File: config.mk
export PLATFORM = sky130hd
export DESIGN_NAME = dac_spi_frame_writer
export DESIGN_NICKNAME = d
export VERILOG_FILES = /design/src/rtl/dac_spi_frame_writer.sv
export SDC_FILE = /design/constraint.sdc
export NUM_CORES = 1
export LEC_CHECK = 0
export ABC_AREA = 1
export CAP_MARGIN = 25
export CELL_PAD_IN_SITES_DETAIL_PLACEMENT = 0
export CELL_PAD_IN_SITES_GLOBAL_PLACEMENT = 1
export CORE_MARGIN = 3
export CORE_UTILIZATION = 39
export CTS_CLUSTER_DIAMETER = 40
export DETAILED_ROUTE_END_ITERATION = 6
export HOLD_SLACK_MARGIN = 0.03
export PLACE_DENSITY = 0.79
export SLEW_MARGIN = 20
export SYNTH_ARGS = -nofsm -noshare
export SYNTH_HDL_FRONTEND = slang
export SYNTH_SLANG_ARGS = --single-unit
File: constraint.sdc
create_clock -name clk -period 2.8 [get_ports clk]
set_clock_uncertainty 0.15 [all_clocks]
set_input_delay 0.42 -clock clk [delete_from_list [all_inputs] [get_ports clk]]
set_output_delay 0.42 -clock clk [all_outputs]
set_load 0.05 [all_outputs]
File: src/rtl/dac_spi_frame_writer.sv
// Signed samples -> straight-binary 32-bit DAC command frames on 3-wire SPI; frame starts the cycle after accept.
// Latency 1 + 64*CLK_DIV + GAP_CYC per frame; ready only in IDLE (no buffering), so the source stalls for each frame.
module dac_spi_frame_writer #(
    parameter int DATA_W      = 12,
    parameter int NUM_CH      = 4,
    parameter int CLK_DIV     = 4,
    parameter int GAP_CYC     = 2,
    parameter int UPDATE_MODE = 0
) (
    input  logic              clk,
    input  logic              reset,
    input  logic [DATA_W-1:0] ast_sink_data,
    input  logic [3:0]        ast_sink_channel,
    input  logic              ast_sink_endofpacket,
    input  logic              ast_sink_valid,
    output logic              ast_sink_ready,
    output logic              dac_cs_n,
    output logic              dac_sclk,
    output logic              dac_mosi,
    output logic              frame_done,
    output logic              chan_err
);

    localparam int DIV_W = (CLK_DIV > 1) ? $clog2(2 * CLK_DIV) : 1;
    localparam int GAP_W = (GAP_CYC > 1) ? $clog2(GAP_CYC) : 1;
    localparam logic [DIV_W-1:0] DIV_LAST  = DIV_W'(2 * CLK_DIV - 1);
    localparam logic [DIV_W-1:0] DIV_HALF  = DIV_W'(CLK_DIV);
    localparam logic [GAP_W-1:0] GAP_LAST  = GAP_W'(GAP_CYC - 1);
    localparam logic [3:0]       CMD       = (UPDATE_MODE != 0) ? 4'b0000 : 4'b0011;
    localparam logic [31:0]      UPD_FRAME = {4'h0, 4'b0001, 4'hF, 16'h0000, 4'h0};

    typedef enum logic [2:0] {IDLE, SHIFT, GAP, UPD_SHIFT, GAP2} state_t;

    state_t            state, state_nx;
    logic [DIV_W-1:0]  div_cnt;
    logic [4:0]        bit_idx;
    logic [GAP_W-1:0]  gap_cnt;
    logic [31:0]       frame_q;
    logic              pending;
    logic              accept, bad_ch, shifting, in_gap, bit_end, last_tick, gap_done;
    logic [DATA_W-1:0] sbi;
    logic [15:0]       field16;

    assign ast_sink_ready = (state == IDLE) && !reset;
    assign accept         = ast_sink_valid && ast_sink_ready;
    assign bad_ch         = {1'b0, ast_sink_channel} >= 5'(NUM_CH);
    assign shifting       = (state == SHIFT) || (state == UPD_SHIFT);
    assign in_gap         = (state == GAP) || (state == GAP2);
    assign bit_end        = (div_cnt == DIV_LAST);
    assign last_tick      = bit_end && (bit_idx == 5'd0);
    assign gap_done       = (gap_cnt == GAP_LAST);

    // Flipping the sign bit is the same as adding 2^(DATA_W-1)
    assign sbi     = {~ast_sink_data[DATA_W-1], ast_sink_data[DATA_W-2:0]};
    assign field16 = 16'(sbi) << (16 - DATA_W);

    always_ff @(posedge clk) begin
        if (reset) state <= IDLE;
        else       state <= state_nx;
    end

    always_comb begin
        state_nx = state;
        case (state)
            IDLE:      if (accept && !bad_ch) state_nx = SHIFT;
            SHIFT:     if (last_tick)         state_nx = GAP;
            GAP:       if (gap_done)          state_nx = pending ? UPD_SHIFT : IDLE;
            UPD_SHIFT: if (last_tick)         state_nx = GAP2;
            GAP2:      if (gap_done)          state_nx = IDLE;
            default:                          state_nx = IDLE;
        endcase
    end

    always_ff @(posedge clk) begin
        if (reset) begin
            div_cnt    <= '0;
            bit_idx    <= 5'd31;
            gap_cnt    <= '0;
            frame_q    <= '0;
            pending    <= 1'b0;
            frame_done <= 1'b0;
            chan_err   <= 1'b0;
        end else begin
            frame_done <= shifting && last_tick;
            chan_err   <= accept && bad_ch;

            if (shifting) begin
                if (bit_end) begin
                    div_cnt <= '0;
                    bit_idx <= bit_idx - 5'd1;
                end else begin
                    div_cnt <= div_cnt + 1'b1;
                end
            end else begin
                div_cnt <= '0;
                bit_idx <= 5'd31;
            end

            if (in_gap && !gap_done) gap_cnt <= gap_cnt + 1'b1;
            else                     gap_cnt <= '0;

            // The update-all frame reuses the shifter once the data frame's gap ends
            if (accept && !bad_ch) begin
                frame_q <= {4'h0, CMD, ast_sink_channel, field16, 4'h0};
                pending <= (UPDATE_MODE != 0) && ast_sink_endofpacket;
            end else if ((state == GAP) && gap_done && pending) begin
                frame_q <= UPD_FRAME;
                pending <= 1'b0;
            end
        end
    end

    always_comb begin
        dac_cs_n = 1'b1;
        dac_sclk = 1'b1;
        dac_mosi = 1'b0;
        if (shifting) begin
            dac_cs_n = 1'b0;
            dac_sclk = (div_cnt < DIV_HALF);
            dac_mosi = frame_q[bit_idx];
        end
    end

endmodule

# Yosys cells after proc, flatten, opt, wreduce, memory -nomap -nowiden
# Cells that the tools add are included.
[word_totals]
register_bits = 32
input_bits = 20
out_inout_bits = 6
wordCells = 56
[classes]
add_sub_neg = 3
n_lt_le_gt_ge = 3
n_eq_ne = 10
n_mux = 11
bitwise_logic = 3
reduce_logical = 19
[op_table]
columns = ["op", "n"]
rows = [
  ["two-way mux 26 bit", 1],
  ["two-way mux 3 bit", 4],
  ["case mux 3 bit (4 select lines)", 1],
  ["!= test 2 bit, second input constant", 4],
  ["logical AND 1 bit", 7],
  ["== test 3 x 2 -> 1 bit, second input constant", 2],
  ["== test 3 bit, second input constant", 2],
  ["less-than comparator 5 x 6 -> 1 bit, second input constant", 1],
  ["OR reduction 2 bit", 3],
  ["binary-select mux 1 bit (select 5 bit)", 1],
  ["zero test 5 bit", 1],
  ["AND reduction 5 bit", 1],
  ["subtractor 5 x 1 -> 5 bit, second input constant", 1],
  [">= comparator 4 x 3 -> 1 bit, second input constant", 1],
  ["two-way mux 1 bit", 4],
  ["adder 3 x 1 -> 3 bit, second input constant", 1],
  ["== test 3 x 1 -> 1 bit, second input constant", 1],
  ["zero test 1 bit", 3],
  ["zero test 3 bit", 1],
  ["less-than comparator 3 bit, second input constant", 1],
  ["inverter 1 bit", 3],
  ["OR reduction 3 bit", 1],
  ["logical OR 1 bit", 2],
  ["!= test 2 x 1 -> 1 bit, second input constant", 1],
  ["adder 1 bit, second input constant", 1],
]

# Depth between registers and ports, before layout
# Gate-level depths: netlist (run 1).
[depth]
word_depth = 6
ltp_mapped = 10
mapped_depth_nobuf = 10

# Worst setup path after synthesis (run 1)
# Ideal clock, no wire load.
[synth_path]
kind = "reg2out"
startpoint = "register bit_idx[0]"
endpoint = "output port dac_mosi"
t_arrival_ns = 1.564
required_time_ns = 2.230
setup_slack_ns = 0.666
stages_incl_launch_ff = 10
n_path_buf = 1
cell_sequence = "dfxtp_1 -> buf_2 -> nand2_1 -> nand3_1 -> nand2_1 -> nor2_1 -> nand2_1 -> nand2_1 -> nand2_1 -> nor2_1"
[synth_between]
elab_chain_len = 3
[synth_rtl]
columns = ["element", "line_no", "text"]
rows = [
  ["from (decl)", "36", "logic [4:0] bit_idx;"],
  ["from (signal assigned)", "90", "bit_idx <= bit_idx - 5'd1;"],
  ["binary-select mux 1 bit (select 5 bit)", "120", "dac_mosi = frame_q[bit_idx];"],
  ["two-way mux 1 bit (not written as such)", "120", ""],
  ["two-way mux 1 bit", "117", "if (shifting) begin"],
  ["to (decl)", "19", "output logic dac_mosi,"],
]
# No other way between the ends. The select of a mux whose other input is x is not followed.

# Final worst setup path (run 1)
# Same ends and word-level chain as after synthesis.

==> results of run 1 <==
cell type report:
| cell class | count | area [µm²] | area share (%) |
|---|---|---|---|
| multi-input combinational | 133 | 643.1 | 37.68 |
| sequential | 31 | 620.6 | 36.36 |
| timing repair buffer | 24 | 235.2 | 13.78 |
| inverter | 29 | 108.9 | 6.378 |
| tap | 46 | 57.56 | 3.372 |
| clock buffer | 6 | 41.29 | 2.419 |
cells by family (layout without fill, tap and decap cells):
family | count (synthesis) | after routing | share of synthesized area [%]
XOR/XNOR | 1 | 1 | 0.6234
AO/OA/AOI/OAI | 30 | 30 | 11.49
AND/OR/NAND/NOR | 98 | 98 | 30.10
flip-flops | 31 | 31 | 44.17
buffers and inverters | 33 | 59 | 10.06
adder cells (fa/ha/maj) | 4 | 4 | 3.562
power by group:
part / switching [W] / internal (W)
Combinational: 0.0000656 / 0.0000520
Sequential: 0.00000790 / 0.000456
Clock: 0.000141 / 0.0000891
Total: 0.000215 / 0.000597
metrics by stage:
| step | power [W] | hold slack (ns) | utilization (%) | std cells |
|---|---|---|---|---|
| 4_1_cts | 0.0008209 | 0.2955 | 49.96 | 269 |
| 6_report | 0.0008121 | 0.2848 | 49.96 | 269 |
| 2_1_floorplan | 0.0005495 | 0.2490 | - | 197 |
| 3_3_place_gp | 0.0005899 | 0.2578 | 48.75 | 263 |
| 3_5_place_dp | 0.0005937 | 0.2836 | 48.75 | 263 |
| 5_1_grt | 0.0008567 | 0.3140 | 49.96 | 269 |
layer usage:
layer  vias to the layer above  routed length, µm
met4                         0                 54
met1                       551               1329
met3                         5                119
met5                         -                  0
li1                        673                  -
met2                        21               1284
sequential cells by signal, summed over array words and instances (netlist names):
name	cells
frame_q	17
gap_cnt	1
state	3
chan_err	1
div_cnt	3
frame_done	1
bit_idx	5
cell usage in the layout (no fill, tap or decap):
| cell type | n |
|---|---|
| buf_4 | 2 |
| nand3_1 | 16 |
| nor2_1 | 37 |
| inv_2 | 7 |
| o211ai_1 | 1 |
| clkbuf_4 | 5 |
| clkdlybuf4s50_1 | 22 |
| nand3_2 | 1 |
| ha_1 | 4 |
| a31oi_1 | 1 |
| clkbuf_1 | 1 |
| a21oi_2 | 2 |
| nor2_4 | 2 |
| a21oi_1 | 12 |
| xor2_1 | 1 |
| dfxtp_1 | 31 |
| o21ai_1 | 9 |
| inv_1 | 22 |
| nand2_1 | 41 |
| nand3_4 | 1 |
| o21ai_0 | 5 |
critical path: stages (launching register included):
cell	delay (ns)
dfxtp_1	0.61
inv_2	0.18
nand2_1	0.11
nand3_1	0.07
nand3_1	0.10
nand3_1	0.07
nand2_1	0.07
inv_1	0.03
nor2_1	0.10
buf_4	0.21
worst max-delay path by stage:
stage | start | endpoint | slack, ns | cells past startpoint
after global routing | bit_idx[0]$_SDFFE_PP1P_ | dac_mosi | 0.25 | 9
after detailed placement | reset | frame_q[11]$_SDFFE_PP0P_ | 0.66 | 5
after global placement | reset | frame_q[10]$_SDFFE_PP0P_ | 0.69 | 5
after CTS | bit_idx[0]$_SDFFE_PP1P_ | dac_mosi | 0.34 | 9
final | bit_idx[0]$_SDFFE_PP1P_ | dac_mosi | 0.36 | 9
after floorplan | bit_idx[0]$_SDFFE_PP1P_ | dac_mosi | 0.67 | 9
==> summary.txt, run 1 <==
Least-Margin Pin Slew = 0.4903 ns
First-pass GRT wire length = 4871 µm
Avg WL per Cell = 10.36 µm
Clock Latency Late Sink = 0.33 ns
Via Count = 1,250
Met2 Use GR = 23.40%
Cell variety after synth = 19
Post-synth top area share = 44.17%
Grt ovf = 0
Worst hold path class = flop to flop
EDFF count, synth = 0
Met3 global-route usage = 6.122%
Buffers on Ports = 24
Final setup vio count = 0
# diodes = 0
Post-detail-place hpwl = 2099 µm
Worst Setup Start Kind = flop
Core box area = 3416 µm²
End of the worst hold path = div_cnt[0]$_SDFF_PP0_
Cell with the most instances after synthesis = nand2_1
Nets = 248
R2R Path End = state[2]$_SDFFE_PP0P_
Max Slew Vio Count = 0
Post-Syn Instances = 197
Fin crit share = 87.21%
FF+latch count, synth = 31
Clk buf depth = 2
CTS Buf Count = 5
I/O pin cnt = 26
Reg2Reg Depth = 10
CTS resizes = 0
Final setup margin = 0.3582 ns
Synthesis-to-layout area growth = 21.46%
Synth Flop Type = dfxtp_1
Rel. slew slack = 67.21%
Final hold violations = 0
Setup Buffers After CTS = 0
Async SR Flop Fraction = 0%
Critical Path Fanout Max = 12
Fmax = 0.4095 GHz
Die height = 66.03 µm
Max_cap viols = 0
Synthesized Nets = 221
Drt total wl = 2788 µm
Crit path kind = flop to output pin
Post-Syn Area = 1405 µm²
H-tree depth = 2
Worst VDD drop = 262.5 µV
Filler cells = 354
Final RePlAce weighted congestion = 0.8147
DIE AREA = 4359 µm²
RSZ-0062 raised after global routing = no
Yosys top cell by area = dfxtp_1
Placed cell area = 1665 µm²
Vias in the first global route = 1,187
Register area share after synthesis = 44.17%
Drt initial violations = 64
Die W = 66.03 µm
Worst R2R Setup Slack = 0.90 ns
CTS Hold Bufs = 0
Met1 Use GR = 17.30%
FF-to-FF Start = bit_idx[0]$_SDFFE_PP1P_
Commonest cells post-synth = nand2_1, nor2_1, dfxtp_1, inv_1, nand3_1
ANT nets after route = 0
Min cycle time layout = 2.442 ns
Status = finished clean
Post-Layout Inst Area = 1707 µm²
CP Data Arrival Time = 1.87 ns
# rows = 21
Vias per std cell = 4.647
Layer with the highest usage = met2
Clock tree sinks = 31
CTS clk-pin slew, worst paths = 0.08 ns
GRT Util Overall = 14.78%
CTS tree = yes
Drt first pass iters = 4
Worst endpoint required time = 2.23 ns
TNS Setup = 0 ns
Initial antenna violation count = 0
P per Cell Area = 475.8 nW/µm²
CTS Root Cell = clkbuf_4
CP endpoint kind = output pin
Drc violations = 0
Largest net degree at the start of global routing = 29
Leakage = 0.7740 nW
Layout cells sized above 1 = 8.969%
Main area contributors after synthesis = dfxtp_1, nand2_1, nor2_1, inv_1, nand3_1
Total of warnings raised by yosys = 0
Hold Crit Depth = 1
Worst Hold Launch = div_cnt[0]$_SDFF_PP0_
DP Worst Slack = 0.6620 ns
Synthesized area per cell = 7.132 µm²
Initial core utilization = 41.14%
Note: power is estimated with default switching activity, not from simulation.
==> run 2: changes to the inputs <==
- GPL_ROUTABILITY_DRIVEN: not set -> 1
- clock period: 2.8 -> 3.2 ns (I/O delays scaled with it)
==> summary.txt, run 2 (synthesis results as in run 1) <==
Worst endpoint required time = 2.57 ns (+0.34 ns)
TNS Setup = 0 ns (unchanged)
DP Worst Slack = 0.4845 ns (-0.1775 ns)
Post-route insts no fill = 272 (+1.1%)
Least-Margin Pin Slew = 0.4984 ns (+0.008139 ns)
Synthesis-to-layout area growth = 23.33%
P per Cell Area = 419.0 nW/µm² (-12%)
Drt first pass iters = 4 (unchanged)
DP Cell Count = 264 (+0.38%)
Worst hold path class = flop to flop
Max_cap viols = 0 (unchanged)
Commonest non-fill, non-tap cells in the layout = nand2_1, nor2_1, dfxtp_1
Largest Register = frame_q
Vias per std cell = 4.621 (-0.55%)
GRT Util Overall = 14.78% (about the same)
Drt total wl = 2721 µm (-2.4%)
Core box area = 3416 µm² (unchanged)
Filler cells = 350 (-1.1%)
CTS clk-pin slew, worst paths = 0.09 ns (about the same)
# diodes = 0 (unchanged)
Clock Latency Late Sink = 0.33 ns (about the same)
Worst Hold Launch = div_cnt[0]$_SDFF_PP0_
DIE AREA = 4359 µm² (unchanged)
Avg WL per Cell = 10.00 µm (-3.5%)
Max reg flops = 17 (unchanged)
Critical Path Fanout Max = 12 (unchanged)
Final RePlAce weighted congestion = 0.8123 (-0.29%)
FF-to-FF Start = bit_idx[0]$_SDFFE_PP1P_
Buffers on Ports = 24 (unchanged)
Die W = 66.03 µm (unchanged)
Drt initial violations = 57 (-11%)
Min cycle time layout = 2.651 ns
Status = finished clean
Fmax = 0.3772 GHz
Initial antenna violation count = 0 (unchanged)
CP endpoint kind = output pin
Multi-input logic area = 643.1 µm² (unchanged)
CTS Buf Count = 5 (unchanged)
# rows = 21 (unchanged)
Nets = 249 (+0.40%)
I/O pin cnt = 26 (unchanged)
Final setup margin = 0.5486 ns (+0.1904 ns)
H-tree depth = 2 (unchanged)
Critical path's slowest cell = dfxtp_1
ANT nets after route = 0 (unchanged)
Vias in the first global route = 1,176 (-0.93%)
Final hold violations = 0 (unchanged)
Post-detail-place hpwl = 2082 µm (-0.85%)
End of the worst hold path = div_cnt[0]$_SDFF_PP0_
Reg2Reg Depth = 10 (unchanged)
Via Count = 1,257 (+0.56%)
Clk buf depth = 2 (unchanged)
Die height = 66.03 µm (unchanged)
Drc violations = 0 (unchanged)
Leading cell type in the layout, fill and taps excluded = nand2_1
First-pass GRT wire length = 4954 µm (+1.7%)
Largest net degree at the start of global routing = 29 (unchanged)
Register Area = 620.6 µm² (unchanged)
CP Cell Sequence = inv_2 -> nand2_1 -> nand3_1 -> nand3_1 -> nand3_1 -> nand2_1 -> inv_1 -> nor2_1 -> dlymetal6s2s_1
Fin crit share = 82.86%
Max Slew Vio Count = 0 (unchanged)
R2R Path End = state[2]$_SDFFE_PP0P_
Crit path largest cell delay = 0.58 ns (-0.03 ns)
Layout cells sized above 1 = 9.735% (+0.77 points)
Final setup vio count = 0 (unchanged)
Crit path kind = flop to output pin
Cell mode on critical path = nand3_1
CP Data Arrival Time = 2.02 ns (+0.15 ns)
Clock tree sinks = 31 (unchanged)
Final hold slack = 0.2805 ns (-0.004297 ns)
Rel. slew slack = 66.72% (-0.49 points)
Worst Setup Start Kind = flop
Worst VDD drop = 193.2 µV (-26%)
Hold Crit Depth = 1 (unchanged)
Grt ovf = 0 (unchanged)
Initial core utilization = 41.14% (unchanged)
Worst R2R Setup Slack = 1.37 ns (+0.47 ns)
CTS tree = yes
Leakage = 0.8049 nW (+4.0%)
RSZ-0062 raised after global routing = no
Biggest regs = frame_q x17, bit_idx x5
CTS Root Cell = clkbuf_4
## run 2: worst max-delay path: cells and delay by family, from the launching register on
family / cells / cell delay [ns]
buffers and inverters: 3 / 0.63
AND/OR/NAND/NOR: 6 / 0.48
flip-flops: 1 / 0.58
## run 2: layout make-up
type                    count  area share, %
repair buffers             25          14.44
inverters                  29          6.282
well taps                  46          3.321
multi-input cells         133          37.11
clock buffers               5          2.166
flip-flops and latches     31          35.81
clock inverters             3         0.8664
## run 2: how the worst max path moves through the flow
stage                                       start       end  slack (ns)  depth (start not counted)
after floorplan           bit_idx[0]$_SDFFE_PP1P_  dac_mosi        1.01                          9
after global placement    bit_idx[0]$_SDFFE_PP1P_  dac_mosi        0.47                          9
after detailed placement  bit_idx[0]$_SDFFE_PP1P_  dac_mosi        0.48                          9
after CTS                 bit_idx[0]$_SDFFE_PP1P_  dac_mosi        0.11                          9
after global routing      bit_idx[0]$_SDFFE_PP1P_  dac_mosi        0.38                          9
final                     bit_idx[0]$_SDFFE_PP1P_  dac_mosi        0.55                          9
## run 2: what timing repair did
| action | CTS | global route |
|---|---|---|
| hold buffers | 0 | 0 |
| gates resized for setup | 0 | 1 |
| setup endpoints to repair | 0 | 1 |
| setup buffers | 0 | 0 |
## run 2: per-stage QoR
step	cell area, µm²	power (W)	util [%]
5_1_grt	1733	0.0007648	50.73
3_3_place_gp	1678	0.0005178	49.12
2_1_floorplan	1405	0.0004808	-
4_1_cts	1730	0.0007354	50.66
6_report	1733	0.0007261	50.73
3_5_place_dp	1678	0.0005204	49.12
## run 2: power breakdown
group | internal (W) | total, W | switching (W)
Sequential | 0.000399 | 0.000406 | 0.00000699
Clock | 0.0000816 | 0.000216 | 0.000134
Combinational | 0.0000470 | 0.000104 | 0.0000572
## run 2: layer usage
layer	share of wire [%]	up-vias	GRT usage, %
li1	-	675	-
met1	50	549	19.27
met2	44	25	22.15
met3	4.3	8	4.592
met4	1.7	0	6.853
met5	0	-	0
==> run 3: changes to the inputs <==
- CORE_UTILIZATION: 39 -> 36
- PLACE_DENSITY: 0.79 -> 0.73
- clock period: 3.2 -> 2.5 ns (I/O delays scaled with it)
==> summary.txt, run 3 (synthesis results as in run 1) <==
First-pass GRT wire length = 5057 µm (+2.1%)
Largest Register = frame_q
Die W = 68.48 µm (+3.7%)
Rel. slew slack = 66.62% (-0.10 points)
R2R Path End = state[1]$_SDFFE_PP0P_
Int Pwr = 0.0007625 W (+44%)
Biggest regs = frame_q x17, bit_idx x5
Nets = 249 (unchanged)
Status = finished clean
Commonest non-fill, non-tap cells in the layout = nand2_1, nor2_1, dfxtp_1
Final hold slack = 0.2973 ns (+0.01680 ns)
Drt total wl = 2922 µm (+7.4%)
Fin crit share = 93.12%
Clk buf depth = 2 (unchanged)
CTS tree = yes
Critical Path Fanout Max = 12 (unchanged)
Initial antenna violation count = 0 (unchanged)
CTS Buf Count = 5 (unchanged)
I/O pin cnt = 26 (unchanged)
Drt initial violations = 58 (+1.8%)
# rows = 22 (+4.8%)
Drc violations = 0 (unchanged)
Worst hold path class = flop to flop
Portion of total power attributed to combinational logic = 14.0% (-0.4 points)
Grt ovf = 0 (unchanged)
Least-Margin Pin Slew = 0.4991 ns (+0.0007503 ns)
Final setup vio count = 0 (unchanged)
RSZ-0062 raised after global routing = no
# diodes = 0 (unchanged)
Min cycle time layout = 2.328 ns
ANT nets after route = 0 (unchanged)
CTS clk-pin slew, worst paths = 0.06 ns (-0.03 ns)
Hold Crit Depth = 2 (+1)
Leading cell type in the layout, fill and taps excluded = nand2_1
Vias per std cell = 4.588 (-0.72%)
End of the worst hold path = frame_q[22]$_SDFFE_PP0P_
Worst endpoint required time = 1.98 ns (-0.59 ns)
Reg2Reg Depth = 10 (unchanged)
Max Slew Vio Count = 0 (unchanged)
Switching part of the total = 24.53% (-2.8 points)
H-tree depth = 2 (unchanged)
Switch Pwr = 0.0002478 W (+25%)
Buffers on Ports = 24 (unchanged)
CTS resizes = 0 (unchanged)
Largest net degree at the start of global routing = 29 (unchanged)
Leakage = 0.7987 nW (-0.78%)
Die height = 68.48 µm (+3.7%)
Share of total power in sequential cells = 51.6% (-4.4 points)
Vias in the first global route = 1,208 (+2.7%)
Avg WL per Cell = 10.74 µm (+7.4%)
Synthesis-to-layout area growth = 26.18%
DIE AREA = 4689 µm² (+7.6%)
Post-detail-place hpwl = 2157 µm (+3.6%)
CP Data Arrival Time = 1.80 ns (-0.22 ns)
TNS Setup = 0 ns (unchanged)
Clock tree sinks = 31 (unchanged)
Final hold violations = 0 (unchanged)
Max reg flops = 17 (unchanged)
Drt first pass iters = 4 (unchanged)
Initial core utilization = 37.81% (-3.3 points)
Via Count = 1,248 (-0.72%)
Clock power share = 34.4% (+4.7 points)
CTS Root Cell = clkbuf_8
Max_cap viols = 0 (unchanged)
Core box area = 3716 µm² (+8.8%)
FF-to-FF Start = bit_idx[0]$_SDFFE_PP1P_
CTS Hold Bufs = 0 (unchanged)
Clock Latency Late Sink = 0.28 ns (-0.05 ns)
Fmax = 0.4296 GHz
CP endpoint kind = output pin
P per Cell Area = 569.8 nW/µm² (+36%)
Worst Setup Start Kind = flop
Crit path kind = flop to output pin
Setup Buffers After CTS = 0 (unchanged)
Worst VDD drop = 342.5 µV (+77%)
GRT Util Overall = 14.84% (+0.057 points)
Worst R2R Setup Slack = 0.62 ns (-0.75 ns)
Worst Hold Launch = frame_q[22]$_SDFFE_PP0P_
Final RePlAce weighted congestion = 0.7553 (-7.0%)
Layout cells sized above 1 = 9.375% (-0.36 points)
-- run 3: cell types whose count changed in the layout (fill, tap and decap cells not counted), sizes merged --
cell,delta
clkdlybuf4s50,-1
clkbuf,+1
clkinv,-3
dlymetal6s2s,-1
buf,+2
-- run 3: power by group through the flow --
stage | Clock (W) | Sequential, W | Combinational, W
finish | 0.000347 | 0.000522 | 0.000141
global route | 0.000386 | 0.000523 | 0.000159
CTS | 0.000366 | 0.000521 | 0.000143
detailed placement | 0 | 0.000532 | 0.000142
global placement | 0 | 0.000531 | 0.000140
floorplan | 0 | 0.000535 | 0.0000808
-- run 3: final cells by class --
type                    instances  area (µm²)
clock buffers                   6       72.57
fillers                       405        1943
inverters                      29       108.9
multi-input cells             133       643.1
flip-flops and latches         31       620.6
well taps                      48       60.06
repair buffers                 25       267.8
-- run 3: stage by stage --
stage                power, W  worst slack [ns]  instance area (µm²)  instances  utilization [%]
floorplan           0.0006155            0.4109                 1405        197                -
detailed placement  0.0006740            0.4627                 1700        266            45.76
global route         0.001068           0.01703                 1773        272            47.71
global placement    0.0006710            0.4505                 1700        266            45.76
finish               0.001010            0.1721                 1773        272            47.71
CTS                  0.001030            0.1499                 1773        272            47.71
-- run 3: worst max-delay path: stages, from the launching register on --
cell	delay [ns]
dfxtp_1	0.58
inv_2	0.17
nand2_1	0.10
nand3_1	0.07
nand3_1	0.09
nand3_1	0.07
nand2_1	0.06
inv_1	0.03
nor2_1	0.17
buf_12	0.17
-- run 3: worst max-delay path by stage --
stage	from	to	slack, ns	cells past startpoint
global placement	bit_idx[0]$_SDFFE_PP1P_	dac_mosi	0.45	9
detailed placement	bit_idx[0]$_SDFFE_PP1P_	dac_mosi	0.46	9
floorplan	bit_idx[0]$_SDFFE_PP1P_	dac_mosi	0.41	9
CTS	bit_idx[0]$_SDFFE_PP1P_	dac_mosi	0.15	9
global route	bit_idx[0]$_SDFFE_PP1P_	dac_mosi	0.02	9
finish	bit_idx[0]$_SDFFE_PP1P_	dac_mosi	0.17	9
-- run 3: per-layer routing --
metal  share of wire (%)  global-route usage, %
met3                 4.9                  5.583
met2                  46                  23.84
met4                 2.3                  7.196
met1                  47                  17.18
met5                   0                      0
